### src/rtl/alu_ctrl_pkg.sv
// Shared types and instruction layout for the ALU instruction controller.
package alu_ctrl_pkg;

  localparam int unsigned REG_N   = 4;
  localparam int unsigned ADDR_W  = 2;
  localparam int unsigned INSTR_W = 9;

  localparam int unsigned OPC_HI  = 8;
  localparam int unsigned OPC_LO  = 6;
  localparam int unsigned DST_HI  = 5;
  localparam int unsigned DST_LO  = 4;
  localparam int unsigned SRCA_HI = 3;
  localparam int unsigned SRCA_LO = 2;
  localparam int unsigned SRCB_HI = 1;
  localparam int unsigned SRCB_LO = 0;

  typedef enum logic [2:0] {
    OP_ADD  = 3'b000,
    OP_SUB  = 3'b001,
    OP_MUL  = 3'b010,
    OP_AND  = 3'b011,
    OP_OR   = 3'b100,
    OP_LDI  = 3'b101,
    OP_ILL6 = 3'b110,
    OP_ILL7 = 3'b111
  } opcode_e;

  typedef enum logic [1:0] {
    ST_IDLE,
    ST_DECODE,
    ST_EXEC,
    ST_WB
  } state_e;

  function automatic logic is_illegal(input logic [2:0] op);
    return op[2] & op[1];
  endfunction

  function automatic logic uses_alu(input logic [2:0] op);
    return !is_illegal(op) && (op != OP_LDI);
  endfunction

endpackage

### src/rtl/alu_regfile.sv
// REG_N x DATA_W register file: one synchronous write port, two operand reads and a debug read.
module alu_regfile
  import alu_ctrl_pkg::*;
#(
  parameter int unsigned DATA_W = 2
) (
  input  logic              clk,
  input  logic              rst_n,
  input  logic              we,
  input  logic [ADDR_W-1:0] waddr,
  input  logic [DATA_W-1:0] wdata,
  input  logic [ADDR_W-1:0] ra_addr,
  output logic [DATA_W-1:0] ra_data,
  input  logic [ADDR_W-1:0] rb_addr,
  output logic [DATA_W-1:0] rb_data,
  input  logic [ADDR_W-1:0] rd_addr,
  output logic [DATA_W-1:0] rd_data
);

  logic [DATA_W-1:0] rf [REG_N];

  always_ff @(posedge clk or negedge rst_n) begin
    if (!rst_n) begin
      for (int unsigned i = 0; i < REG_N; i++) rf[i] <= '0;
    end else if (we) begin
      rf[waddr] <= wdata;
    end
  end

  always_comb begin
    ra_data = rf[ra_addr];
    rb_data = rf[rb_addr];
    rd_data = rf[rd_addr];
  end

endmodule

### src/rtl/alu_ctrl.sv
// Fetch/decode/execute/write-back sequencer in front of the external combinational ALU.
module alu_ctrl
  import alu_ctrl_pkg::*;
#(
  parameter int unsigned DATA_W = 2,
  parameter int unsigned RES_W  = DATA_W + 1
) (
  input  logic              clk,
  input  logic              rst_n,
  input  logic              in_valid,
  input  logic [8:0]        in_instr,
  output logic              in_ready,
  output logic [DATA_W-1:0] alu_a,
  output logic [DATA_W-1:0] alu_b,
  output logic [2:0]        alu_op,
  input  logic [RES_W-1:0]  alu_result,
  output logic              out_valid,
  input  logic              out_ready,
  output logic [RES_W-1:0]  out_data,
  output logic [1:0]        out_dst,
  output logic              out_err,
  input  logic [1:0]        rd_addr,
  output logic [DATA_W-1:0] rd_data
);

  state_e               state;
  logic [INSTR_W-1:0]   instr;
  logic [2:0]           opc;
  logic [ADDR_W-1:0]    dst;
  logic [DATA_W-1:0]    imm;
  logic [DATA_W-1:0]    ra_data;
  logic [DATA_W-1:0]    rb_data;
  logic                 rf_we;
  logic [DATA_W-1:0]    rf_wdata;

  always_comb begin
    opc      = instr[OPC_HI:OPC_LO];
    dst      = instr[DST_HI:DST_LO];
    imm      = DATA_W'(instr[SRCB_HI:SRCB_LO]);
    in_ready = (state == ST_IDLE);
    // Write-back happens on the EXEC edge, so the next DECODE always sees it.
    rf_we    = (state == ST_EXEC) && !is_illegal(opc);
    rf_wdata = (opc == OP_LDI) ? imm : alu_result[DATA_W-1:0];
  end

  alu_regfile #(.DATA_W(DATA_W)) u_regfile (
    .clk     (clk),
    .rst_n   (rst_n),
    .we      (rf_we),
    .waddr   (dst),
    .wdata   (rf_wdata),
    .ra_addr (instr[SRCA_HI:SRCA_LO]),
    .ra_data (ra_data),
    .rb_addr (instr[SRCB_HI:SRCB_LO]),
    .rb_data (rb_data),
    .rd_addr (rd_addr),
    .rd_data (rd_data)
  );

  always_ff @(posedge clk or negedge rst_n) begin
    if (!rst_n) begin
      state     <= ST_IDLE;
      instr     <= '0;
      alu_a     <= '0;
      alu_b     <= '0;
      alu_op    <= '0;
      out_valid <= 1'b0;
      out_data  <= '0;
      out_dst   <= '0;
      out_err   <= 1'b0;
    end else begin
      case (state)
        ST_IDLE: begin
          if (in_valid) begin
            instr <= in_instr;
            state <= ST_DECODE;
          end
        end
        ST_DECODE: begin
          if (uses_alu(opc)) begin
            alu_a  <= ra_data;
            alu_b  <= rb_data;
            alu_op <= opc;
          end
          state <= ST_EXEC;
        end
        ST_EXEC: begin
          out_valid <= 1'b1;
          out_dst   <= dst;
          if (is_illegal(opc)) begin
            out_data <= '0;
            out_err  <= 1'b1;
          end else if (opc == OP_LDI) begin
            out_data <= RES_W'(imm);
            out_err  <= 1'b0;
          end else begin
            out_data <= alu_result;
            out_err  <= 1'b0;
          end
          state <= ST_WB;
        end
        ST_WB: begin
          if (out_ready) begin
            out_valid <= 1'b0;
            state     <= ST_IDLE;
          end
        end
        default: state <= ST_IDLE;
      endcase
    end
  end

endmodule

### config.mk
export PLATFORM = sky130hd
export DESIGN_NAME = alu_ctrl
export DESIGN_NICKNAME = d
export VERILOG_FILES = /design/src/rtl/alu_ctrl_pkg.sv /design/src/rtl/alu_regfile.sv /design/src/rtl/alu_ctrl.sv
export SDC_FILE = /design/constraint.sdc
export NUM_CORES = 1
export LEC_CHECK = 0
export BUFFER_PORTS_ARGS = -buffer_cell sky130_fd_sc_hd__buf_2
export CAP_MARGIN = 25
export CORE_MARGIN = 3
export CORE_UTILIZATION = 53
export DETAILED_ROUTE_END_ITERATION = 10
export HOLD_SLACK_MARGIN = 0.08
export PLACE_DENSITY = 0.83
export SYNTH_ARGS = -nofsm -noshare
export SYNTH_HDL_FRONTEND = slang
export SYNTH_SLANG_ARGS = --single-unit
### constraint.sdc
create_clock -name clk -period 2.03 [get_ports clk]
set_input_delay 0.406 -clock clk [delete_from_list [all_inputs] [get_ports clk]]
set_output_delay 0.406 -clock clk [all_outputs]
set_load 0.1 [all_outputs]
==> results.md <==
* Number of flip-flops and latches in the synthesized netlist at 33
* Global router's overall resource usage at 18.60%
* Series of cell instances along the critical path: mux4_2 > buf_2
* Crit end category: primary output
* Post-Syn Area at 1544 µm²
* Synthesized area divided by synthesized cell count at 14.70 µm²
* Number of different library cells in the post-synthesis netlist at 22
* Die extent in x at 59.98 µm
* Length of routed wiring on met1 at 1213 µm
* Leading area contributor after synthesis: dfrtp_1
* Clock tree from TritonCTS: yes
* Count of input and output buffers at 34
* Worst-Margin Slew at 0.6984 ns
* Core outline area at 2613 µm²
* Die height at 59.98 µm
* Class of the most critical setup path: reg -> out
* Worst-skew pair later-pin latency at 0.34 ns
* First-pass iteration count of the detailed router at 4
* Total nets after synthesis at 127
* Seq/Total Area, Yosys at between 50% and 60%
* Initial antenna violation count at 0
* Warnings, synthesis at 0
* Clock sinks at 33
* Grt ovf at 0
* Area enclosed by the die boundary at 3597 µm²
* Initial standard-cell utilization of the core at 59.10%
* R2R setup slack at 0.38 ns
* DRC at 0
* Maximum number of pins on one net before global-route repair at 34
* Post-synthesis cell count at ~110
* CTS Root Cell: clkbuf_4
* Placed wire-length estimate at between 2000 and 2500 µm
* IO Count at 35
* First-pass GRT wire length at 4685 µm
* Biggest area contributors in the synthesized netlist: dfrtp_1 53%, mux2_2 18%, mux4_2 8.8%
* Via count of the first global-routing pass at 986
* Fraction of synthesized cell area taken by the top area cell type at 53.48%
* Remaining antenna violation count after routing at 0
* Total wirelength of the detailed-routed design at 2785 µm
* Vias at 978
* Ratio of cells with drive above 1 in the final layout at a little under three fifths
* Worst r2r path cells at 5
* Portion of the clock cycle consumed by the worst path in the final layout at 95.16%
* Headroom to the max-slew limit at 53.44%
* Clock transition at path regs at 0.10 ns
* Cell with the most instances after synthesis: dfrtp_1
* Count of final setup violators at 0
* Most frequent cells after synthesis: 33 x dfrtp_1, 25 x mux2_2, 7 x inv_1
* Highest routing layer actually used: met4
* Setup repair after global routing missed its margin: false
* Post-CTS Resized at 0
* Final TNS setup at 0 ns
* MaxCap Viol Count at 0
* Final worst clock skew at just under 0.009 ns
* Post-synth EDFFs at 0
* Post-CTS setup buffers at 0
* Area Growth Syn to Fin at 18.15%
* Fmax at between 500 and 600 MHz
* Max clock buf depth at 2
* Data required time at the worst endpoint at 1.62 ns
* Crit-path slowest cell: mux4_2
* FFs w/ async S/R, synth at 100.0%
* Kind of path behind the tightest hold check: in -> async
* Critical path's largest stage delay at 0.45 ns
* Maximum net fanout on the critical path at 4
* Diode count at 0
* CP arrival at between 1.5 and 2 ns
* Final Hold Viols at 0
* Total length of routed met3 wires at roughly 160 µm
* Level count of the clock H-tree at 2
* Routed length per placed instance at roughly 16 µm
* Number of nets in the final layout at 168
* Final max-slew violation count at 0
* Via density per instance at between 5 and 6
* Metal2 WL at between 1000 and 1500 µm
* Routability congestion estimate at 0.7544
* Initial DRC Count at 33
* Startpoint types: register
* Clock period minus worst slack at between 1.5 and 2 ns
* Hold-fix buffer count after cts at 0
* Cell Rows at 18
* Run status: completed
* Main synth FF type: dfrtp_1
* Number of clock buffers inserted by TritonCTS at 5
[routing by layer]
| metal | up-vias | track usage, % |
|---|---|---|
| li1 | 463 | - |
| met4 | 0 | 9.494 |
| met3 | 7 | 6.695 |
| met1 | 480 | 23.72 |
| met2 | 28 | 27.78 |
| met5 | - | 0 |
[kinds of logic after synthesis]
kind of cell,count (synthesis),share of synthesized area [%]
buffers and inverters,8,2.188
adder cells (fa/ha/maj),4,3.242
AO/OA/AOI/OAI,10,5.268
multiplexers,33,28.93
AND/OR/NAND/NOR,17,6.888
flip-flops,33,53.48
[per-stage QoR]
stage	cell area, µm²	utilization, %	hold WS [ns]	cells	worst slack [ns]
finish	1824	69.83	0.1003	177	0.09816
global route	1824	69.83	0.1438	177	0.01740
CTS	1824	69.83	0.1263	177	0.09380
detailed placement	1754	67.15	0.4869	169	0.3222
global placement	1754	67.15	0.4767	169	0.3268
floorplan	1546	-	0.1104	105	0.2295
[cell usage in the layout, fill, tap and decap left out]
master,count
nor3b_2,1
ha_2,1
nand3b_1,2
o32a_1,1
nor2_1,6
buf_2,34
inv_1,7
mux2_4,2
clkbuf_4,5
ha_1,3
and2b_2,1
clkbuf_8,2
a21oi_1,2
mux2_2,25
o21ai_0,2
o22ai_1,1
a21boi_4,1
clkinv_2,1
nor2b_1,1
mux4_2,6
nand3b_4,1
dfrtp_1,33
nand3_1,2
nand2_1,3
a22o_2,2
buf_4,1
a31oi_1,1
[path summary, 6_finish.rpt]
check                                start               to
max in group asynchronous            rst_n         instr[2]
hold / removal                       rst_n        alu_op[2]
setup / recovery           u_regfile.rf[6]       rd_data[0]
setup reg to reg                  state[0]  u_regfile.rf[6]
hold reg to reg                   alu_b[0]         alu_b[0]
min in group clk                 out_ready        out_valid
[layout make-up]
type | count | area (µm²)
Sequential cell | 33 | 825.8
Fill cell | 195 | 788.3
Multi-Input combinational cell | 64 | 686.9
Timing Repair Buffer | 35 | 177.7
Clock buffer | 7 | 65.06
Tap cell | 30 | 37.54
Inverter | 7 | 26.28
Clock inverter | 1 | 5.005
[critical path: cells and delay by family (launching register included)]
family   cells  cell delay [ns]
flops        1             0.43
buf+inv      1             0.30
mux          1             0.45
[registers in the layout, indices dropped and copies added (netlist names)]
name          cells
instr             9
out_dst           2
out_err           1
alu_b             2
alu_op            3
u_regfile.rf      8
state             2
out_data          3
alu_a             2
out_valid         1
Power is not shown: default switching activity piles up to over one toggle a cycle in this logic, so the estimate is an artifact.
